$ cat src/rtl/sprite_blitter.sv
// sprite_blitter: copies a ROM sprite (or a solid fill) into the frame
// buffer, stepping its pipeline only while the write window is open.
module sprite_blitter #(
    parameter int         SPR_W       = 16,
    parameter int         SPR_H       = 16,
    parameter int         ID_W        = 2,
    parameter int         SCREEN_W    = 400,
    parameter int         SCREEN_H    = 300,
    parameter logic [5:0] TRANSPARENT = 6'b110011,
    localparam int        CW          = $clog2(SPR_W),
    localparam int        RW          = $clog2(SPR_H),
    localparam int        AW          = ID_W + RW + CW
) (
    input  logic            clk50M,
    input  logic            rst,
    input  logic            start,
    input  logic [8:0]      sprite_x,
    input  logic [8:0]      sprite_y,
    input  logic [ID_W-1:0] sprite_id,
    input  logic            erase,
    input  logic [5:0]      fill_color,
    input  logic            write_enable,
    output logic [AW-1:0]   rom_addr,
    input  logic [5:0]      rom_data,
    output logic [8:0]      mem_addr_x,
    output logic [8:0]      mem_addr_y,
    output logic [5:0]      data_out,
    output logic            enable_color,
    output logic            busy,
    output logic            done
);

    typedef enum logic [1:0] {
        IDLE  = 2'd0,
        RUN   = 2'd1,
        DRAIN = 2'd2
    } state_t;

    state_t state, state_nxt;

    logic            adv;
    logic            accept;
    logic            finish;
    logic            last_pix;
    logic            drain_cnt;
    logic [8:0]      lat_x;
    logic [8:0]      lat_y;
    logic [ID_W-1:0] lat_id;
    logic            lat_erase;
    logic [5:0]      lat_fill;
    logic [CW-1:0]   col;
    logic [RW-1:0]   row;
    logic [CW-1:0]   s1_col;
    logic [RW-1:0]   s1_row;
    logic [9:0]      s1_x;
    logic [9:0]      s1_y;
    logic            s1_valid;
    logic            pix_valid;
    logic            x_in;
    logic            y_in;
    logic            key_hit;

    assign adv      = write_enable;
    assign last_pix = (col == CW'(SPR_W - 1)) && (row == RW'(SPR_H - 1));
    assign x_in     = s1_x < 10'(SCREEN_W);
    assign y_in     = s1_y < 10'(SCREEN_H);
    assign key_hit  = !lat_erase && (rom_data == TRANSPARENT);

    // The ROM latches its address every clock; during a stall point it at
    // the pixel held in stage 1 so rom_data still matches that pixel.
    assign rom_addr = adv ? {lat_id, row, col} : {lat_id, s1_row, s1_col};

    assign enable_color = pix_valid & write_enable;

    // State register.
    always_ff @(posedge clk50M) begin
        if (rst) state <= IDLE;
        else     state <= state_nxt;
    end

    // Next state; start is refused in the cycle done is high.
    always_comb begin
        state_nxt = state;
        accept    = 1'b0;
        finish    = 1'b0;
        unique case (state)
            IDLE: begin
                if (start && !done) begin
                    accept    = 1'b1;
                    state_nxt = RUN;
                end
            end
            RUN: begin
                if (adv && last_pix) state_nxt = DRAIN;
            end
            DRAIN: begin
                if (adv && drain_cnt) begin
                    finish    = 1'b1;
                    state_nxt = IDLE;
                end
            end
            default: state_nxt = IDLE;
        endcase
    end

    // Operation parameters held for the whole blit, plus busy/done status.
    always_ff @(posedge clk50M) begin
        if (rst) begin
            lat_x     <= '0;
            lat_y     <= '0;
            lat_id    <= '0;
            lat_erase <= 1'b0;
            lat_fill  <= '0;
            busy      <= 1'b0;
            done      <= 1'b0;
        end else begin
            done <= finish;
            if (accept) begin
                lat_x     <= sprite_x;
                lat_y     <= sprite_y;
                lat_id    <= sprite_id;
                lat_erase <= erase;
                lat_fill  <= fill_color;
                busy      <= 1'b1;
            end else if (finish) begin
                busy <= 1'b0;
            end
        end
    end

    // Raster counters and drain counter.
    always_ff @(posedge clk50M) begin
        if (rst) begin
            col       <= '0;
            row       <= '0;
            drain_cnt <= 1'b0;
        end else if (accept) begin
            col       <= '0;
            row       <= '0;
            drain_cnt <= 1'b0;
        end else if (adv) begin
            if (state == RUN) begin
                col <= col + 1'b1;
                if (col == CW'(SPR_W - 1)) row <= row + 1'b1;
            end
            if (state == DRAIN) drain_cnt <= 1'b1;
        end
    end

    // Stage 1: screen coordinates, kept 10 bits wide for clipping.
    always_ff @(posedge clk50M) begin
        if (rst) begin
            s1_valid <= 1'b0;
            s1_x     <= '0;
            s1_y     <= '0;
            s1_col   <= '0;
            s1_row   <= '0;
        end else if (adv) begin
            s1_valid <= (state == RUN);
            s1_x     <= {1'b0, lat_x} + 10'(col);
            s1_y     <= {1'b0, lat_y} + 10'(row);
            s1_col   <= col;
            s1_row   <= row;
        end
    end

    // Output stage: colour select, clipping and colour-key test.
    always_ff @(posedge clk50M) begin
        if (rst) begin
            mem_addr_x <= '0;
            mem_addr_y <= '0;
            data_out   <= '0;
            pix_valid  <= 1'b0;
        end else if (adv) begin
            mem_addr_x <= s1_x[8:0];
            mem_addr_y <= s1_y[8:0];
            data_out   <= lat_erase ? lat_fill : rom_data;
            pix_valid  <= s1_valid && x_in && y_in && !key_hit;
        end
    end

endmodule

$ cat config.mk
export PLATFORM = sky130hd
export DESIGN_NAME = sprite_blitter
export DESIGN_NICKNAME = d
export VERILOG_FILES = /design/src/rtl/sprite_blitter.sv
export SDC_FILE = /design/constraint.sdc
export NUM_CORES = 1
export LEC_CHECK = 0
export ABC_AREA = 1
export CORE_MARGIN = 2
export CORE_UTILIZATION = 45
export CTS_BUF_LIST = sky130_fd_sc_hd__clkbuf_4 sky130_fd_sc_hd__clkbuf_8
export CTS_CLUSTER_DIAMETER = 40
export DETAILED_ROUTE_END_ITERATION = 10
export GPL_TIMING_DRIVEN = 1
export PLACE_DENSITY_LB_ADDON = 0.12
export SLEW_MARGIN = 20
export SYNTH_ARGS = -nofsm -noshare
export SYNTH_HDL_FRONTEND = slang
export SYNTH_SLANG_ARGS = --single-unit
$ cat constraint.sdc
create_clock -name clk50M -period 1.9 [get_ports clk50M]
set_input_delay 0.38 -clock clk50M [delete_from_list [all_inputs] [get_ports clk50M]]
set_output_delay 0.38 -clock clk50M [all_outputs]
set_load 0.01 [all_outputs]
# == Word-level counts from Yosys, hierarchy flattened ==
# Cells that the tools add are included.
# op_classes
add_sub_neg,4
order_cmp,2
n_eq_ne,8
n_mux,12
bitwise,1
reduce_logical,18
# ops
operator,n
$add A9 B4 Y10,2
$lt A10 B9 Y1 const B,2
$add A4 B1 Y4 const B,2
$eq A4 B4 Y1 const B,2
$logic_and A1 B1 Y1,8
$mux W8,1
$eq A6 B6 Y1 const B,1
$mux W1,6
$mux W2,3
$mux W6,1
$ne A2 B2 Y1 const B,3
$pmux W2 S3,1
$reduce_and A3 Y1,2
$reduce_and A2 Y1,2
$logic_not A1 Y1,3
$eq A2 B1 Y1 const B,1
$eq A2 B2 Y1 const B,1
$logic_not A2 Y1,1
$reduce_bool A2 Y1,1
$reduce_or A2 Y1,1
$and A1 B1 Y1,1
# totals
reg_bits,94
in_bits,37
out_inout_bits,37
word_cells,65

# == Depth between registers and ports, before layout ==
# logic_depth
word_depth,5
ltp_mapped,10
ltp_nobuf,10

# == Worst setup path before layout ==
# Ideal clock, no wire load.
# synth_timing
path_kind,register -> register
from,register col[0]
to,register s1_x[8]
setup_ns,0.109
arrival_ns,1.572
required_ns,1.791
path_slack_ns,0.219
stages_incl_launch_ff,11
n_path_buf,0
synth_period_minus_slack_ns,1.681
path_cell_list,dfxtp_1 ha_1 inv_1 fa_1 nand3b_1 nand2_1 nand2_1 nand2_1 nand3_1 nand2_1 inv_1
# synth_via
elab_chain_cells,1
# synth_rtl
item,line_no,source
from (decl),51,logic [CW-1:0] col;
from (signal assigned),143,col <= col + 1'b1;
$add A9 B4 Y10,160,"s1_x <= {1'b0, lat_x} + 10'(col);"
to (signal assigned),160,
to (decl),55,logic [9:0] s1_x;
# Every way passes these cells.
# A chain may end at the register's enable or synchronous reset.

# == Worst setup path in the final report ==
# layout_timing
from,register row[0]
to,output port rom_addr[4]
# layout_via
elab_chain_cells,1
# layout_rtl
item,line_no,source
from (decl),52,logic [RW-1:0] row;
from (signal assigned),144,if (col == CW'(SPR_W - 1)) row <= row + 1'b1;
$mux W8,71,"assign rom_addr = adv ? {lat_id, row, col} : {lat_id, s1_row, s1_col};"
to (decl),23,"output logic [AW-1:0] rom_addr,"
# Every way passes these cells.

==> flow_summary.ini <==
[route]
num_vias = 3724
drc = 0
viasPerCell = 4.92
dr.pass1.iters = 4
wl_per_cell_um = 12.3
initialDrtViolationCount = 125
wl_mm = 9.35
antenna_left = 0

[global_routing]
grt_pass1_wl_mm = 16.1
grt_max_degree = 61
grt_pass1_vias = 3592
grt.total_usage_pct = 19.7
antenna_found_initial = 0
grt_overflow = 0

[floorplan]
die_w_um = 100
rows = 35
dieArea_um2 = 10100
io_pins = 74
coreArea_um2 = 9110
initial_core_util_pct = 45.8
die_y_um = 100

[placement]
gp_congestion = 0.837
place_inst = 741
port_buffers = 73
dpl_cell_area_um2 = 5010
hpwl_mm = 6.71

[critical_path]
arrival_ps = 1440
cp.required_ps = 1520
worstSetupEndpointType = output port
crit_type = reg2out
r2r_slack_ps = 170
crit_path_start_kind = flip-flop
path_max_fanout = 4

[cts]
numClockSinks = 94
h-tree-depth = 3
root_buffer = clkbuf_8
cts_buffers = 9
path_clk_slew_ps = 90
clkLatencyLatePin_ps = 350
tritoncts = built
clock_path_buffers = 2

[status]
status = finished, final reports clean

[finish]
antenna-diode-count = 0
final_cell_mix = nand2_1 (102), nor2_1 (94), dfxtp_1 (89), clkdlybuf4s50_1 (70), inv_1 (65)
drive_gt1_share_pct = 7.59
instances_no_fill = 757
area_growth_pct = 24.8
postLayoutCellArea_um2 = 5210
final_common_cell = nand2_1
nNetsFinal = 690

[timing]
period_needed_ps = 1820
maxSlewViolCount = 0
min_period_over_period_pct = 95.9
finClkSkew_ps = 7.09
fmax_mhz = 549
finalSetupViolCount = 0
finalHoldViolations = 0
fin_tns_setup_ps = 0
rsz0062_at_grt = no
worstMarginPinSlew_ps = 390
slew_headroom_pct = 74.0

[hold_path]
hold_path.class = in2reg

[synthesis]
syn-cell-area_um2 = 4180
ys_ff_latch = 94
synthCells = 573
synth.avg_cell_area_um2 = 7.29
synth_nets = 622
synthDistinctLibCells = 33
yosys_warnings = 0
seq_area_frac_synth_pct = 45.1

[power_and_ir_drop]
power.density_nw_per_um2 = 777
cellLeakagePower_nw = 2.38
peakVddDrop_v = 0.000462

[job]
maxCapViolCount = 0
-- cell type report --
cell class                 instances  area (µm²)
clock buffer                      10         131
clock inverter                     6        62.6
fill                             877        3900
inverter                          71         274
multi-input combinational        381        1870
sequential                        94        1890
tap                              111         139
timing repair buffer              84         850
-- per-layer routing --
layer	part of all wire, %	routed length (µm)	global-route usage [%]	vias up
li1	-	-	-	1975
met1	47	4410	25.6	1669
met2	48	4480	34.5	75
met3	4.3	401	3.41	5
met4	0.65	61	4.00	0
met5	0	0	0	-
-- worst paths after layout --
check	to	cells past startpoint	start
setup / recovery	rom_addr[4]	3	row[0]
hold / removal	s1_col[0]	3	write_enable
setup reg to reg	s1_x[8]	10	lat_x[0]
hold reg to reg	busy	2	busy
-- stage by stage --
stage	util, %	setup WS (ps)	power (W)	hold WS (ps)
5_1_grt	57.2	5.25	0.00425	418
2_1_floorplan	-	219	0.00254	425
3_5_place_dp	55.0	75.4	0.00280	455
4_1_cts	57.1	8.96	0.00409	390
3_3_place_gp	55.0	77.3	0.00279	450
6_report	57.2	78.5	0.00405	395
-- sequential cells by signal (all words and copies together), names as in the netlist, 6 cells and up --
name / flops
lat_y: 9
lat_fill: 6
s1_x: 10
lat_x: 9
mem_addr_y: 9
mem_addr_x: 9
s1_y: 10
data_out: 6
-- Yosys cell counts --
master / number / share of area (%)
nand2_1: 103 / 9.3
dfxtp_1: 94 / 45
nor2_1: 94 / 8.5
inv_1: 65 / 5.8
o21ai_0: 52 / 6.2
a21oi_1: 44 / 5.3
nand3_1: 35 / 4.2
buf_2: 13 / 1.6
o211ai_1: 11 / 2.0
ha_1: 10 / 3.0
buf_4: 7 / 1.3
o21ai_1: 7 / 0.84
nor3_1: 5 / 0.60
clkbuf_1: 4 / 0.36
inv_2: 4 / 0.36
a211oi_1: 2 / 0.36
clkbuf_2: 2 / 0.24
fa_1: 2 / 0.96
nand2_2: 2 / 0.30
nand2_4: 2 / 0.54
nand3b_1: 2 / 0.36
nand4_1: 2 / 0.30
a21oi_2: 1 / 0.21
buf_6: 1 / 0.27
clkinv_4: 1 / 0.21
inv_4: 1 / 0.15
nand3_2: 1 / 0.24
nand3b_2: 1 / 0.27
nor2_8: 1 / 0.48
nor3_2: 1 / 0.24
o21a_1: 1 / 0.18
xnor2_1: 1 / 0.21
xor2_1: 1 / 0.21
-- cell families after synthesis --
| group | share of synthesized area, % |
|---|---|
| and+or+nand+nor | 25.2 |
| DFF | 45.1 |
| xor gates and xnor gates | 0.420 |
| AOI/OAI and AO/OA | 15.1 |
| buffers and inverters | 10.2 |
| adders and majority gates | 3.96 |
-- worst max-delay path, stage by stage (launching register included) --
cell and delay, ps:
dfxtp_1 410, nand2_1 100, nand2_1 70, clkdlybuf4s50_1 520
-- repair_timing --
item	in CTS	in global routing
setup buffers	0	0
hold buffers	0	0
resized for setup	3	6
setup endpoints to repair	3	7
-- power breakdown --
group	switching, W	internal (W)	total (W)
Combinational	0.000306	0.000277	0.000583
Sequential	0.0000760	0.00209	0.00217
Clock	0.000679	0.000618	0.00130
Power figures use the tool's default switching activity.
